===== src/rtl/ctrl_data_drain.sv =====
// ---------------------------------------------------------------------------
// ctrl_data_drain
//
// Read-side drain stage for ctrl_data_fifo. Pops paired {ctrl, data} entries
// whenever the FIFO is non-empty and the output buffer has a slot reserved
// for every entry already requested. Each pop is tracked through a
// READ_LATENCY-deep valid pipe, so fifo_dout is captured purely by latency
// position; the FIFO's own valid output is not needed. Captured entries go
// into a circular output buffer that is presented as a valid/ready stream.
// A single-cycle flush discards buffered and in-flight entries without
// touching the FIFO.
//
// Optional feature macro: CTRL_DATA_DRAIN_PKT_CNT_EN
//   When defined, pkt_count exists and counts accepted beats that carry
//   m_last=1 (wrapping). Flush leaves it alone; reset clears it.
//
// Ports:
//   clk            in   clock, rising edge
//   rst_n          in   asynchronous active-low reset
//   fifo_dout      in   FIFO read data, {ctrl, data}
//   fifo_empty     in   FIFO empty (reflects a pop by the following cycle)
//   fifo_shift_out out  pop strobe to the FIFO
//   m_ctrl         out  head ctrl word (0 while the buffer is empty)
//   m_data         out  head data word (0 while the buffer is empty)
//   m_last         out  m_ctrl[0], packet-last flag
//   m_valid        out  head entry valid
//   m_ready        in   consumer accept
//   flush          in   single-cycle discard request
//   occupancy      out  number of buffered entries
//   busy           out  entries buffered or in flight, or flush in progress
//   pkt_count      out  accepted packets (macro builds only)
//
// Handshake: a beat transfers in any cycle where m_valid && m_ready are both
// high at the rising edge. Once m_valid is high it stays high, with m_ctrl,
// m_data and m_last held stable, until the beat transfers; only flush or
// reset may withdraw it.
// ---------------------------------------------------------------------------
module ctrl_data_drain #(
    parameter int DATA_WIDTH    = 32,
    parameter int CTRL_WIDTH    = 32,
    parameter int READ_LATENCY  = 1,
    parameter int OUT_DEPTH     = 4,
    parameter int PKT_CNT_WIDTH = 16
) (
    input  logic                                 clk,
    input  logic                                 rst_n,
    input  logic [CTRL_WIDTH+DATA_WIDTH-1:0]     fifo_dout,
    input  logic                                 fifo_empty,
    output logic                                 fifo_shift_out,
    output logic [CTRL_WIDTH-1:0]                m_ctrl,
    output logic [DATA_WIDTH-1:0]                m_data,
    output logic                                 m_last,
    output logic                                 m_valid,
    input  logic                                 m_ready,
    input  logic                                 flush,
    output logic [$clog2(OUT_DEPTH+1)-1:0]       occupancy,
    output logic                                 busy
`ifdef CTRL_DATA_DRAIN_PKT_CNT_EN
    ,
    output logic [PKT_CNT_WIDTH-1:0]             pkt_count
`endif
);

    localparam int ENTRY_W = CTRL_WIDTH + DATA_WIDTH;
    localparam int PTR_W   = (OUT_DEPTH > 1) ? $clog2(OUT_DEPTH) : 1;
    localparam int OCC_W   = $clog2(OUT_DEPTH + 1);
    localparam int INF_W   = $clog2(READ_LATENCY + 1);

    // -----------------------------------------------------------------------
    // Elaboration-time parameter checks
    // -----------------------------------------------------------------------
    generate
        if (READ_LATENCY < 1) begin : g_bad_latency
            $error("ctrl_data_drain: READ_LATENCY must be >= 1");
        end
        if (OUT_DEPTH < READ_LATENCY + 1) begin : g_bad_depth
            $error("ctrl_data_drain: OUT_DEPTH must be >= READ_LATENCY+1");
        end
    endgenerate

    // -----------------------------------------------------------------------
    // State
    // -----------------------------------------------------------------------
    typedef enum logic [0:0] {
        ST_RUN   = 1'b0,
        ST_FLUSH = 1'b1
    } state_t;

    state_t                     state_q,  state_d;
    logic [READ_LATENCY-1:0]    pipe_q,   pipe_d;   // bit i set: pop issued i+1 cycles ago
    logic [PTR_W-1:0]           wr_ptr_q, wr_ptr_d;
    logic [PTR_W-1:0]           rd_ptr_q, rd_ptr_d;
    logic [OCC_W-1:0]           occ_q,    occ_d;
    logic [ENTRY_W-1:0]         mem_q [OUT_DEPTH];  // storage only, not reset

`ifdef CTRL_DATA_DRAIN_PKT_CNT_EN
    logic [PKT_CNT_WIDTH-1:0]   pkt_q,    pkt_d;
`endif

    // -----------------------------------------------------------------------
    // Combinational helpers
    // -----------------------------------------------------------------------
    logic [INF_W-1:0]   inflight;
    logic               room;
    logic               pop;
    logic               wr_en;
    logic               rd_en;
    logic               buf_nonempty;
    logic [ENTRY_W-1:0] head;

    // Number of pops whose data has not yet been captured.
    always_comb begin
        inflight = '0;
        for (int i = 0; i < READ_LATENCY; i++) begin
            inflight = inflight + INF_W'(pipe_q[i]);
        end
    end

    // A slot is reserved for every pop in flight. Acceptance in the current
    // cycle is deliberately not credited, so the pop decision only depends
    // on registered counts and fifo_empty.
    always_comb begin
        room = (int'(occ_q) + int'(inflight)) < OUT_DEPTH;
    end

    // rst_n gates the strobe so the FIFO sees no pop while reset is held,
    // even though the registered counts already read as empty.
    always_comb begin
        pop = rst_n && (state_q == ST_RUN) && !flush && !fifo_empty && room;
    end

    always_comb begin
        buf_nonempty = (occ_q != '0);
        wr_en        = pipe_q[READ_LATENCY-1];
        m_valid      = buf_nonempty && (state_q == ST_RUN);
        rd_en        = m_valid && m_ready;
        // Head comes straight off the buffer read port, masked while empty.
        head         = buf_nonempty ? mem_q[rd_ptr_q] : '0;
    end

    // -----------------------------------------------------------------------
    // Next-state logic
    // -----------------------------------------------------------------------
    always_comb begin
        state_d  = state_q;
        wr_ptr_d = wr_ptr_q;
        rd_ptr_d = rd_ptr_q;
        occ_d    = occ_q;

        // In-flight valid pipe: pop enters at bit 0, tail is the capture slot.
        pipe_d    = '0;
        pipe_d[0] = pop;
        for (int i = 1; i < READ_LATENCY; i++) begin
            pipe_d[i] = pipe_q[i-1];
        end

        // Circular buffer pointers wrap explicitly so any depth works.
        if (wr_en) begin
            wr_ptr_d = (wr_ptr_q == PTR_W'(OUT_DEPTH - 1)) ? '0 : wr_ptr_q + PTR_W'(1);
        end
        if (rd_en) begin
            rd_ptr_d = (rd_ptr_q == PTR_W'(OUT_DEPTH - 1)) ? '0 : rd_ptr_q + PTR_W'(1);
        end

        case ({wr_en, rd_en})
            2'b10:   occ_d = occ_q + OCC_W'(1);
            2'b01:   occ_d = occ_q - OCC_W'(1);
            default: occ_d = occ_q;
        endcase

        case (state_q)
            ST_RUN: begin
                if (flush) begin
                    state_d = ST_FLUSH;
                end
            end
            ST_FLUSH: begin
                // Late returns keep landing in the buffer until the pipe is
                // empty; then everything is dropped in one step.
                if (inflight == '0) begin
                    state_d  = ST_RUN;
                    wr_ptr_d = '0;
                    rd_ptr_d = '0;
                    occ_d    = '0;
                end
            end
            default: begin
                state_d = ST_RUN;
            end
        endcase
    end

`ifdef CTRL_DATA_DRAIN_PKT_CNT_EN
    always_comb begin
        pkt_d = pkt_q;
        if (rd_en && head[DATA_WIDTH]) begin
            pkt_d = pkt_q + PKT_CNT_WIDTH'(1);
        end
    end
`endif

    // -----------------------------------------------------------------------
    // Registers
    // -----------------------------------------------------------------------
    always_ff @(posedge clk or negedge rst_n) begin
        if (!rst_n) begin
            state_q  <= ST_RUN;
            pipe_q   <= '0;
            wr_ptr_q <= '0;
            rd_ptr_q <= '0;
            occ_q    <= '0;
`ifdef CTRL_DATA_DRAIN_PKT_CNT_EN
            pkt_q    <= '0;
`endif
        end else begin
            state_q  <= state_d;
            pipe_q   <= pipe_d;
            wr_ptr_q <= wr_ptr_d;
            rd_ptr_q <= rd_ptr_d;
            occ_q    <= occ_d;
`ifdef CTRL_DATA_DRAIN_PKT_CNT_EN
            pkt_q    <= pkt_d;
`endif
        end
    end

    // Buffer storage: captured purely by latency position.
    always_ff @(posedge clk) begin
        if (wr_en) begin
            mem_q[wr_ptr_q] <= fifo_dout;
        end
    end

    // The slot reservation makes a write into a full buffer impossible.
    always @(posedge clk) begin
        if (rst_n) begin
            assert (!(wr_en && (occ_q == OCC_W'(OUT_DEPTH))))
                else $error("ctrl_data_drain: write into full output buffer");
        end
    end

    // -----------------------------------------------------------------------
    // Outputs
    // -----------------------------------------------------------------------
    always_comb begin
        fifo_shift_out = pop;
        m_ctrl         = head[ENTRY_W-1:DATA_WIDTH];
        m_data         = head[DATA_WIDTH-1:0];
        m_last         = head[DATA_WIDTH];
        occupancy      = occ_q;
        busy           = buf_nonempty || (inflight != '0) || (state_q == ST_FLUSH);
`ifdef CTRL_DATA_DRAIN_PKT_CNT_EN
        pkt_count      = pkt_q;
`endif
    end

endmodule


===== config.mk =====
export PLATFORM = sky130hd
export DESIGN_NAME = ctrl_data_drain
export DESIGN_NICKNAME = d
export VERILOG_FILES = /design/src/rtl/ctrl_data_drain.sv
export SDC_FILE = /design/constraint.sdc
export NUM_CORES = 1
export LEC_CHECK = 0
export ABC_AREA = 1
export CAP_MARGIN = 15
export CORE_MARGIN = 10
export CORE_UTILIZATION = 35
export DETAILED_ROUTE_END_ITERATION = 8
export HOLD_SLACK_MARGIN = 0.02
export PLACE_DENSITY = 0.64
export SETUP_SLACK_MARGIN = 0.05
export SYNTH_ARGS = -nofsm -noshare
export SYNTH_HDL_FRONTEND = slang
export SYNTH_SLANG_ARGS = --single-unit

===== constraint.sdc =====
create_clock -name clk -period 2.3 [get_ports clk]
set_input_delay 0.23 -clock clk [delete_from_list [all_inputs] [get_ports clk]]
set_output_delay 0.23 -clock clk [all_outputs]
set_load 0.005 [all_outputs]

Yosys cells after proc, flatten, opt, wreduce, memory -nomap -nowiden

Memories as Yosys holds them, arrays and structs flattened.
Index checks and enable logic that the tools add are counted.

Register bits: 9
Bits in writable memories: 256
Output and inout port bits: 71
Word-level logic and storage cells: 44
Memories kept: 1

Memories:

| memory | words | width | read ports | clocked after memory_dff | write ports | RTL line | source |
|---|---|---|---|---|---|---|---|
| mem_q  | 4     | 64    | 1          | 0                        | 1           | 94       | `logic [ENTRY_W-1:0] mem_q [OUT_DEPTH];` |

$add $sub $neg: 5
Order comparisons: 1
Equal/unequal tests: 4
Mux-type cells: 16
Bitwise logic cells: 1
Reduce and logical (&&, ||, !) cells: 11

Operator list:

| cell                                                                  | count |
|---|---|
| 64-bit two-way mux                                                    | 1 |
| 2-bit two-way mux                                                     | 8 |
| 2-bit equality test, second input constant                            | 3 |
| 1-bit logical AND                                                     | 6 |
| 3-bit two-way mux                                                     | 2 |
| 3-bit one-hot mux with 2 select lines                                 | 1 |
| 2-bit by 1-bit adder with 2-bit output, second input constant         | 2 |
| 3-bit by 1-bit adder with 4-bit output                                | 1 |
| 4-bit by 3-bit < comparator with 1-bit output, second input constant  | 1 |
| 3-bit by 1-bit adder with 3-bit output, second input constant         | 1 |
| 1-bit two-way mux                                                     | 3 |
| 3-bit nonzero test                                                    | 1 |
| 3-bit by 1-bit subtractor with 3-bit output, second input constant    | 1 |
| 2-bit by 1-bit equality test with 1-bit output, second input constant | 1 |
| 1-bit zero test                                                       | 2 |
| 1-bit logical OR                                                      | 2 |
| 1-bit one-hot mux with 2 select lines                                 | 1 |
| 1-bit NOT                                                             | 1 |

Logic depth before layout (Yosys ltp)

Gate-level depths: netlist of the first run.

Depth after elaboration: 7
Gate-level depth with buffers: 13

Least setup slack after synthesis of the first run

No wires, ideal clock.

Path kind: flip-flop to flip-flop
Start point: register pipe_q
End point: memory mem_q[0][0] (netlist name), enable pin
Library setup time: 0.418 ns
Arrival: 1.924 ns
Required time: 1.882 ns
Slack: -0.042 ns
Cell stages (with the launch flop): 4
Buffers on the path: 1
Clock period less this slack: 2.342 ns
Cells stage by stage: dfrtp_1 > clkbuf_1 > nand2_1 > inv_1

Longest elaborated chain between the ends: 2

Ends and longest elaborated chain:

| what                                    | RTL line | source |
|---|---|---|
| start: declaration                      | 90       | `logic [READ_LATENCY-1:0] pipe_q, pipe_d;` |
| start signal: assignment                | 217      | `pipe_q <= pipe_d;` |
| 1-bit two-way mux                       | 229      | `if (wr_en) begin` |
| 1-bit two-way mux (not written as such) | 230      | `mem_q[wr_ptr_q] <= fifo_dout;` |
| end: declaration                        | 94       |  |

Every way passes these cells.

Final worst setup path of the first run

Start point: register rd_ptr_q[0]
End point: output port m_data[1]

Longest elaborated chain between the ends: 2

Ends and longest elaborated chain:

| what                     | RTL line | source |
|---|---|---|
| start: declaration       | 92       | `logic [PTR_W-1:0] rd_ptr_q, rd_ptr_d;` |
| start signal: assignment | 219      | `rd_ptr_q <= rd_ptr_d;` |
| memory 4 x 64 bit        | -        |  |
| 64-bit two-way mux       | 138      | `head = buf_nonempty ? mem_q[rd_ptr_q] : '0;` |
| end: declaration         | 51       | `output logic [DATA_WIDTH-1:0] m_data,` |

Every way passes these cells.

==> key figures, run 1 <==
Timing
  • PnR worst setup slack: -0.0522 ns
  • Max_slew headroom: 66.9%
  • Fin crit share: 102%
  • TNS Setup: -0.0966 ns
  • RSZ-0062 raised after global routing: yes
  • Setup-failing EPs final: 3
  • Final hold violation count: 0
  • Clk_skew: 0.0192 ns
  • Fin crit period: 2.35 ns
  • Fmax: 0.425 GHz
  • Worst-margin pin slew: 0.497 ns
  • Final max-slew violation count: 0

Hold path
  • Hold Crit Class: input port to flip-flop

Layout
  • # nets final: 1,101
  • Number of fill cells: 2,611
  • Share of layout cells above drive strength 1: 25.5%
  • Synth-to-Final Area Change: 35.9%

Power
  • Sequential Power Share: 31.1%
  • Leak Pwr: 5.09 nW
  • Pwr dens: 1240 nW/µm²
  • Internal power: between 10 and 15 mW
  • Clock power share: 25.1%
  • Gate power share: 43.8%
  • Sw power: 6.09 mW
  • Worst VDD drop: 1070 µV
  • Sw Share: 34.2%

Logic synthesis
  • Synth cell types: 20
  • Synth Instances: 838
  • Synth Net Count: 915
  • Synth area leaders: edfxtp_1 73%, nor2_1 9.5%, o21ai_0 5.9%
  • Mapped Area: 10,500 µm²
  • Area share of the leading cell type in the synthesized netlist: between 70 and 80%
  • #FFs+latches synth: 265
  • Sequential-to-total area share from yosys stat: about three quarters
  • Warning count from the yosys run: 0
  • Cell taking the most area after synthesis: edfxtp_1
  • Avg Cell Area, Syn: 12.6 µm²

Clock tree
  • Clock buffer depth: 3
  • Clk pin slew, worst setup/hold paths: 0.06 ns
  • Worst skew pair latency: roughly 0.53 ns
  • CTS H-tree depth: 1
  • Total CTS buffers: 28
  • CTS Sinks: 265
  • CTS Root Cell: clkbuf_16
  • CTS tree: done

Setup path
  • Crit path required time: 2.07 ns
  • CP Capture Type: output port
  • Cell Chain, Critical Path: buf_6 > buf_12 > buf_8 > buf_16 > buf_6 > nor2_4 > nor2_1 > o21ai_1 > a21oi_1 > buf_2
  • Max FO, Critical Path: 8
  • Max stage delay on crit path: roughly 0.55 ns
  • Most common cell on crit path: buf_6
  • Worst Setup Start Kind: flip-flop
  • Worst EP arrival: 2.12 ns
  • CP Class: flip-flop to output port
  • Critical-path top delay cell: dfrtp_4

Die
  • Die Wd: 193 µm
  • I/O Pins: 140
  • Row count: 63
  • Die ar.: 37,400 µm²
  • DIE HEIGHT: 193 µm
  • Initial Util: 35.5%
  • Core box area: around 30,000 µm²

Run status
  • Run status: finished, violations left
  • Failing checks: setup timing

Place
  • Pre-CTS setup slack: around 0.20 ns
  • IO buf count: 139
  • Placer Congestion: 0.737
  • DP HPWL: 14,200 µm

Route
  • Routed WL: 28,200 µm
  • Routed vias/inst: about 5
  • Antenna Nets Post-Route: 0
  • DRT iter0 DRCs: between 300 and 400
  • DR vias: 7,007
  • TritonRoute pass-1 iters: 5
  • Per-cell routed wire length: approximately 20 µm
  • # DRC: 0

Global routing
  • Antenna violations before repair: 2
  • Total track usage: 14.4%
  • First-pass GRT wire length: 42,600 µm
  • Gr ovfl total: 0
  • Vias in the first global route: just over 7,000
  • Largest net degree at the start of global routing: 37

Flow run
  • Maxcap violations: 0
-- worst paths after layout --
kind / startpoint / to / slack [ns] / cells after the start
hold / removal: flush / state_q / 0.30 / 3
hold reg to reg: occupancy[1] / occupancy[1] / 0.57 / 2
setup reg to reg: occupancy[1] / occupancy[1] / 0.38 / 10
setup / recovery: rd_ptr_q[0] / m_data[1] / -0.05 / 10
min in group asynchronous: rst_n / pipe_q / 0.56 / 3
max in group asynchronous: rst_n / rd_ptr_q[0] / 1.57 / 3
-- repair_timing --
item	in CTS	in global routing
endpoints found under the hold margin	9	0
endpoints found under the setup margin	67	62
hold buffers	1	0
buffers inserted	23	8
gates resized for setup	280	186
pin swaps	43	65
cloned	14	2
-- Yosys cell counts --
cell,instances
nor2_1,266
edfxtp_1,256
o21ai_0,125
a21oi_1,66
inv_1,24
nand2_1,19
buf_2,18
clkbuf_1,14
buf_6,13
dfrtp_1,9
ha_1,7
o21ai_1,5
buf_1,3
buf_4,3
nand3_1,3
nand4_1,3
a31oi_1,1
fa_1,1
inv_2,1
o31ai_1,1
-- metal layers --
metal  global-route usage (%)  part of all wire (%)  vias up
met5                        0                     0        -
met4                     4.12                   2.7        0
met3                     2.94                   5.1       49
met2                     25.4                    50      205
met1                     17.3                    42     3426
li1                         -                     -     3327
-- registers in the layout (all words and copies together) (netlist names) --
register / cells
mem_q: 256
rd_ptr_q: 2
pipe_q: 1
occupancy: 3
wr_ptr_q: 2
state_q: 1
-- cell families after synthesis --
kind of cell / synth area share [%]
simple gates: 10.5
flops: 75.1
compound gates: 9.44
buf+inv: 3.95
fa+ha+maj: 1.02
-- cells in the final DEF (no fill, tap or decap), drive strengths merged, types with 4 or more instances in the layout --
master | netlist | routed
dlygate4sd2 | 0 | 4
nor2 | 266 | 266
buf | 37 | 112
clkdlybuf4s50 | 0 | 73
o21ai | 130 | 130
inv | 25 | 19
clkdlybuf4s15 | 0 | 4
clkbuf | 14 | 42
ha | 7 | 7
nand2 | 19 | 19
a21oi | 66 | 66
clkinvlp | 0 | 6
clkinv | 0 | 15
bufinv | 0 | 4
edfxtp | 256 | 256
dfrtp | 9 | 9
-- worst max-delay path, delay by kind of cell, from the launching register on --
kind / cells / cell delay [ns]
AO/OA/AOI/OAI: 2 / 0.14
buffers and inverters: 6 / 0.81
flip-flops: 1 / 0.55
AND/OR/NAND/NOR: 2 / 0.11
-- through the flow --
step	cell area [µm²]	total power [mW]	instances	hold WS (ns)	util, %
2_1_floorplan	10600	8.66	838	-0.0656	-
3_3_place_gp	12500	11.5	1338	0.543	42.1
3_5_place_dp	12500	11.6	1338	0.541	42.1
4_1_cts	13900	17.4	1426	0.275	47.0
5_1_grt	14300	18.8	1436	0.301	48.3
6_report	14300	17.8	1436	0.297	48.3
-- final cells by class --
cell class | count | area [µm²] | share of cell area, %
diodes | 2 | 5.00 | 0.0349
clock buffers | 31 | 733 | 5.12
clock inverters | 19 | 191 | 1.34
inverters | 25 | 126 | 0.882
multi-input cells | 497 | 2580 | 18.0
flip-flops and latches | 265 | 7920 | 55.3
well taps | 390 | 488 | 3.41
repair buffers | 207 | 2270 | 15.9
-- power groups by stage --
stage | Sequential (mW) | Combinational, mW | Clock (mW)
2_1_floorplan | 5.58 | 3.08 | 0
3_3_place_gp | 5.61 | 5.87 | 0
3_5_place_dp | 5.61 | 5.94 | 0
4_1_cts | 5.53 | 7.29 | 4.57
5_1_grt | 5.54 | 8.50 | 4.76
6_report | 5.54 | 7.79 | 4.47
Power figures use the tool's default switching activity.
==> run 2, diff against run 1 <==
CTS_CLUSTER_DIAMETER = 30   (was default)
==> run 2 against run 1 <==
The run now ends clean. Critical path type unchanged. Non-clock buffer count rose by 6. Sequential cell count did not move. Total power rose by 15%. Critical path depth fell by 1. Worst hold slack got worse by 0.0085 ns. Sequential share of layout area fell by 3.2 points. Highest routed layer unchanged. Fmax rose by 2.8%. Final area rose by 6.0%. Via count rose by 2.6%.
==> key figures, run 2 (same netlist as run 1, synthesis figures left out) <==
Timing
  • Setup-failing EPs final: 0
  • Final max-slew violation count: 0
  • Final hold violation count: 0
  • Clk_skew: around 0.012 ns
  • Fin crit share: 99.5%
  • Max_slew headroom: 66.9%
  • Fin crit period: 2.29 ns
  • Worst-margin pin slew: slightly below 0.5 ns
  • PnR worst setup slack: ~0.011 ns
  • RSZ-0062 raised after global routing: yes
  • Fmax: 0.437 GHz
  • TNS Setup: 0 ns

Layout
  • Synth-to-Final Area Change: 44.1%
  • Max reg flops: about 260
  • Reg with most FFs: mem_q
  • Most common cell after layout, fill and taps aside: edfxtp_1
  • Final core occ: 51.2%
  • Share of layout cells above drive strength 1: 28.4%
  • # nets final: around 1,100
  • Most frequent cells in the layout: 256 x edfxtp_1, 211 x nor2_1, 71 x clkdlybuf4s50_1, 59 x o21ai_1, 56 x clkbuf_16
  • Diode count: 0

Clock tree
  • Clk pin slew, worst setup/hold paths: around 0.04 ns
  • Worst skew pair latency: around 0.54 ns
  • Total CTS buffers: about 50
  • Clock buffer depth: 3
  • CTS H-tree depth: 2
  • CTS Root Cell: clkbuf_16
  • CTS Sinks: between 200 and 300
  • CTS tree: done

Die
  • DIE HEIGHT: roughly 190 µm
  • Initial Util: between 30% and 40%
  • Row count: 63
  • Die Wd: just under 200 µm
  • I/O Pins: 140
  • Core box area: ~30,000 µm²
  • Die ar.: roughly 37,000 µm²

Route
  • Routed WL: 29,000 µm
  • DR vias: 7,189
  • # DRC: 0
  • Antenna Nets Post-Route: 0
  • DRT iter0 DRCs: 350
  • TritonRoute pass-1 iters: 4
  • Per-cell routed wire length: approximately 20 µm
  • Routed vias/inst: 4.85

Setup path
  • CP Class: flip-flop to output port
  • Worst Setup Start Kind: flip-flop
  • Crit path required time: 2.07 ns
  • Max FO, Critical Path: 8
  • Worst r2r src: occupancy[1]
  • Worst EP arrival: around 2.1 ns
  • R2R setup slack: 0.40 ns
  • CP Capture Type: output port
  • Crit path from: rd_ptr_q[0]

Power
  • Pwr dens: 1350 nW/µm²
  • Leak Pwr: 5.51 nW
  • Sw power: between 6 and 7 mW
  • Clock power share: 34.6%
  • Sw Share: 32.9%
  • Worst VDD drop: around 760 µV
  • Internal power: 13.8 mW
  • Sequential Power Share: 27.1%
  • Gate power share: 38.3%

Global routing
  • Gr ovfl total: 0
  • First-pass GRT wire length: 43,800 µm
  • Vias in the first global route: 7,525
  • Antenna violations before repair: 0
  • Total track usage: between 10% and 20%
  • Largest net degree at the start of global routing: 37

Place
  • Placer Congestion: ~0.74
  • Pre-CTS setup slack: 0.204 ns
  • DP HPWL: 14,200 µm
  • IO buf count: 139

Hold path
  • Hold Crit Class: input port to flip-flop
  • Hold Path Origin: flush

Flow run
  • Maxcap violations: 0

Run status
  • Run status: finished clean
==> run 2: changes by cell type in the layout (fill, tap and decap cells not counted), sizes merged, moves of 2 or more <==
cell and delta:
clkinv +6, diode -2, buf +7, inv +4, bufinv +2, clkdlybuf4s50 -2, clkinvlp +2, clkbuf +27
dlygate4sd2 +3
==> run 2: worst max-delay path, cell delays in order (launching register included) <==
cell and delay (ns):
dfrtp_4 0.57, buf_12 0.17, buf_6 0.11, buf_12 0.14
buf_12 0.13, nor2_2 0.11, nor2_2 0.05, o21ai_2 0.05
a21oi_1 0.06, buf_2 0.13
==> run 2: power by group through the flow <==
| stage | logic [mW] | clock network [mW] | registers, mW |
|---|---|---|---|
| floorplan | 3.08 | 0 | 5.58 |
| global placement | 5.87 | 0 | 5.61 |
| detailed placement | 5.94 | 0 | 5.61 |
| CTS | 7.35 | 7.22 | 5.55 |
| global route | 8.57 | 7.45 | 5.58 |
| finish | 7.85 | 7.10 | 5.57 |
==> run 2: layout make-up <==
class                      instances  area [µm²]
clock buffer                      60        1330
clock inverter                    33         348
fill                            2514       14500
inverter                          25         124
multi-input combinational        497        2650
sequential                       265        7920
tap                              390         488
timing repair buffer             213        2330
==> run 2: timing repair <==
item,CTS,global route
hold buffers,1,0
cloned,15,4
buffers inserted,25,15
pin swaps,49,77
setup endpoints to repair,67,63
hold endpoints to repair,9,0
gates resized for setup,302,178
==> run 2: per-stage QoR <==
step	power (mW)	hold WS, ns	cells	instance area [µm²]
floorplan	8.66	-0.0656	838	10600
global placement	11.5	0.543	1338	12500
detailed placement	11.6	0.541	1338	12500
CTS	20.1	0.271	1472	14800
global route	21.6	0.303	1483	15200
finish	20.5	0.288	1483	15200
==> run 2: routing by layer <==
metal | part of all wire, % | routed length [µm] | track usage (%) | up-vias
li1 | - | - | - | 3406
met1 | 41 | 12000 | 17.6 | 3519
met2 | 50 | 14600 | 25.9 | 215
met3 | 5.6 | 1630 | 3.70 | 49
met4 | 2.5 | 734 | 4.12 | 0
met5 | 0 | 0 | 0 | -
==> run 2: final timing paths <==
check                      cells after the start      endpoint
min in group asynchronous                      3        pipe_q
min                                            3       state_q
max in group asynchronous                      3   rd_ptr_q[0]
max reg2reg                                   13  occupancy[2]
min reg2reg                                    1        pipe_q
max                                            9    m_ctrl[29]
==> run 3, diff against run 2 <==
CTS_CLUSTER_DIAMETER = default   (was 30)
SETUP_SLACK_MARGIN = default   (was 0.05)
==> run 3 against run 2 <==
The run now ends with setup timing left. Via count shrank 3.1%. Sequential share of layout area grew 4.2 points. Clock-buffer cell count shrank 29. Critical path type unchanged. Critical endpoint is now m_ctrl[7]. Largest cell class unchanged. Highest routed layer unchanged.
==> key figures, run 3 (same netlist as run 1, synthesis figures left out) <==
Hold path
  • Hold Crit Class: input port to flip-flop

Layout
  • Reg with most FFs: mem_q
  • Max reg flops: 256
  • Design area: 14,100 µm²
  • Most common cell after layout, fill and taps aside: edfxtp_1
  • Final core occ: 47.4%
  • Share of layout cells above drive strength 1: 21.7%
  • # nets final: 1,090
  • Most frequent cells in the layout: 256 x edfxtp_1, 230 x nor2_1, 73 x clkdlybuf4s50_1, 68 x o21ai_0
  • Synth-to-Final Area Change: 33.4%
  • Number of fill cells: 2,647

Clock tree
  • CTS tree: done
  • Total CTS buffers: 28
  • CTS Sinks: approximately 270
  • Clock buffer depth: 3
  • CTS Root Cell: clkbuf_16
  • Clk pin slew, worst setup/hold paths: 0.06 ns
  • Worst skew pair latency: 0.54 ns
  • CTS H-tree depth: 1

Setup path
  • Worst Setup Start Kind: flip-flop
  • Max FO, Critical Path: 8
  • Worst EP arrival: 2.10 ns
  • Critical-path top delay cell: dfrtp_4
  • Crit path required time: around 2.1 ns
  • Max stage delay on crit path: approximately 0.57 ns
  • CP Capture Type: output port
  • CP Class: flip-flop to output port
  • Buf+Inv Stages, Crit Path: 5
  • Cell Chain, Critical Path: buf_12 > buf_12 > buf_8 > buf_16 > nor2_1 > nor2_1 > o21ai_1 > a21oi_1 > buf_2
  • Top Family by Delay on Critical Path: buffers and inverters

Global routing
  • Total track usage: 14.4%
  • Vias in the first global route: ~7,000
  • Gr ovfl total: 0
  • Largest net degree at the start of global routing: 37
  • Antenna violations before repair: 1
  • First-pass GRT wire length: 42,600 µm

Power
  • Leak Pwr: 5.03 nW
  • Sw power: 5.94 mW
  • Sequential Power Share: a little under a third
  • Sw Share: 34.0%
  • Internal power: 11.5 mW
  • Gate power share: 42.7%
  • Total power draw: 17.5 mW
  • Clock power share: 25.6%
  • Worst VDD drop: roughly 1100 µV
  • Pwr dens: about 1200 nW/µm²

Place
  • IO buf count: 139
  • Placed Area: about 12,000 µm²
  • Placer Congestion: 0.737
  • DP HPWL: about 14,000 µm

Timing
  • Max_slew headroom: 67.4%
  • PnR worst setup slack: -0.0282 ns
  • Fmax: approximately 0.43 GHz
  • WHS: 0.294 ns
  • Setup-failing EPs final: 13
  • Clk_skew: 0.0192 ns
  • RSZ-0062 raised after global routing: yes
  • Fin crit period: 2.33 ns
  • Worst-margin pin slew: 0.489 ns
  • Final hold violation count: 0
  • Final max-slew violation count: 0
  • TNS Setup: -0.191 ns
  • Fin crit share: 101%

Route
  • # DRC: 0
  • Met2 routed WL: ~14,000 µm
  • WL met3: between 1000 and 1500 µm
  • TritonRoute pass-1 iters: 4
  • DRT iter0 DRCs: about 370
  • Post-Route M1 WL: 12,000 µm
  • Routed WL: 28,200 µm
  • DR vias: 6,964
  • Antenna Nets Post-Route: 0
  • Top layer reached by signal wires: met4
  • Per-cell routed wire length: 19.8 µm
  • Routed vias/inst: 4.89

Die
  • DIE HEIGHT: 193 µm
  • Die Wd: 193 µm
  • Initial Util: 35.5%
  • Die ar.: 37,400 µm²
  • I/O Pins: 140
  • Core box area: 29,600 µm²
  • Row count: 63

Flow run
  • Maxcap violations: 0

Run status
  • Failing checks: setup timing
  • Run status: finished, violations left
==> run 3: cell types whose count changed in the layout (fill, tap and decap cells not counted), moves of 6 or more <==
cell,previous run,this run
clkbuf_16,56,31
nor2_1,211,230
o21ai_0,54,68
nor2_4,20,7
buf_6,15,4
a21oi_1,47,56
a21oi_2,19,10
clkbuf_2,5,14
buf_4,17,9
o21ai_4,8,0
clkbuf_1,8,2
dlygate4sd2_1,7,1
nor2_2,35,29
==> run 3: power groups by stage <==
stage | clock network (mW) | logic, mW | registers [mW]
2_1_floorplan | 0 | 3.08 | 5.58
3_3_place_gp | 0 | 5.87 | 5.61
3_5_place_dp | 0 | 5.94 | 5.61
4_1_cts | 4.57 | 7.36 | 5.54
5_1_grt | 4.76 | 8.15 | 5.55
6_report | 4.47 | 7.46 | 5.54
==> run 3: final timing paths <==
kind	startpoint	endpoint	slack, ns	cells after the start
max	rd_ptr_q[0]	m_ctrl[7]	-0.03	9
min	flush	state_q	0.29	3
max reg2reg	occupancy[0]	occupancy[2]	0.29	13
min reg2reg	occupancy[0]	pipe_q	0.57	1
max in group asynchronous	rst_n	rd_ptr_q[0]	1.56	3
min in group asynchronous	rst_n	pipe_q	0.56	3
==> run 3: routing by layer <==
| layer | vias to the layer above | global-route usage (%) |
|---|---|---|
| met2 | 200 | 25.6 |
| li1 | 3312 | - |
| met3 | 38 | 2.92 |
| met5 | - | 0 |
| met1 | 3414 | 17.4 |
| met4 | 0 | 3.61 |
==> run 3: layout make-up <==
cell class	count	area [µm²]	area share (%)
flip-flops and latches	265	7920	56.3
multi-input cells	497	2400	17.1
repair buffers	196	2200	15.6
clock buffers	31	733	5.22
well taps	390	488	3.47
clock inverters	19	191	1.36
inverters	25	124	0.881
diodes	1	2.50	0.0178
==> run 3: tightest hold or removal path, delay by kind of cell <==
kind / cells / cell delay [ns]
AO/OA/AOI/OAI: 1 / 0.07
buffers and inverters: 2 / 0.48
==> run 3: metrics by stage <==
| step | cells | worst slack [ns] |
|---|---|---|
| after floorplan | 838 | 0.283 |
| after global placement | 1338 | 0.225 |
| after detailed placement | 1338 | 0.204 |
| after CTS | 1419 | -0.147 |
| after global routing | 1424 | -0.121 |
| final | 1424 | -0.0282 |
==> run 3: timing repair <==
action | CTS | global route
gates cloned | 15 | 2
resized for setup | 268 | 125
setup endpoints to repair | 67 | 60
hold buffers | 1 | 0
hold endpoints to repair | 9 | 0
buffers inserted | 15 | 4
pin swaps | 36 | 44
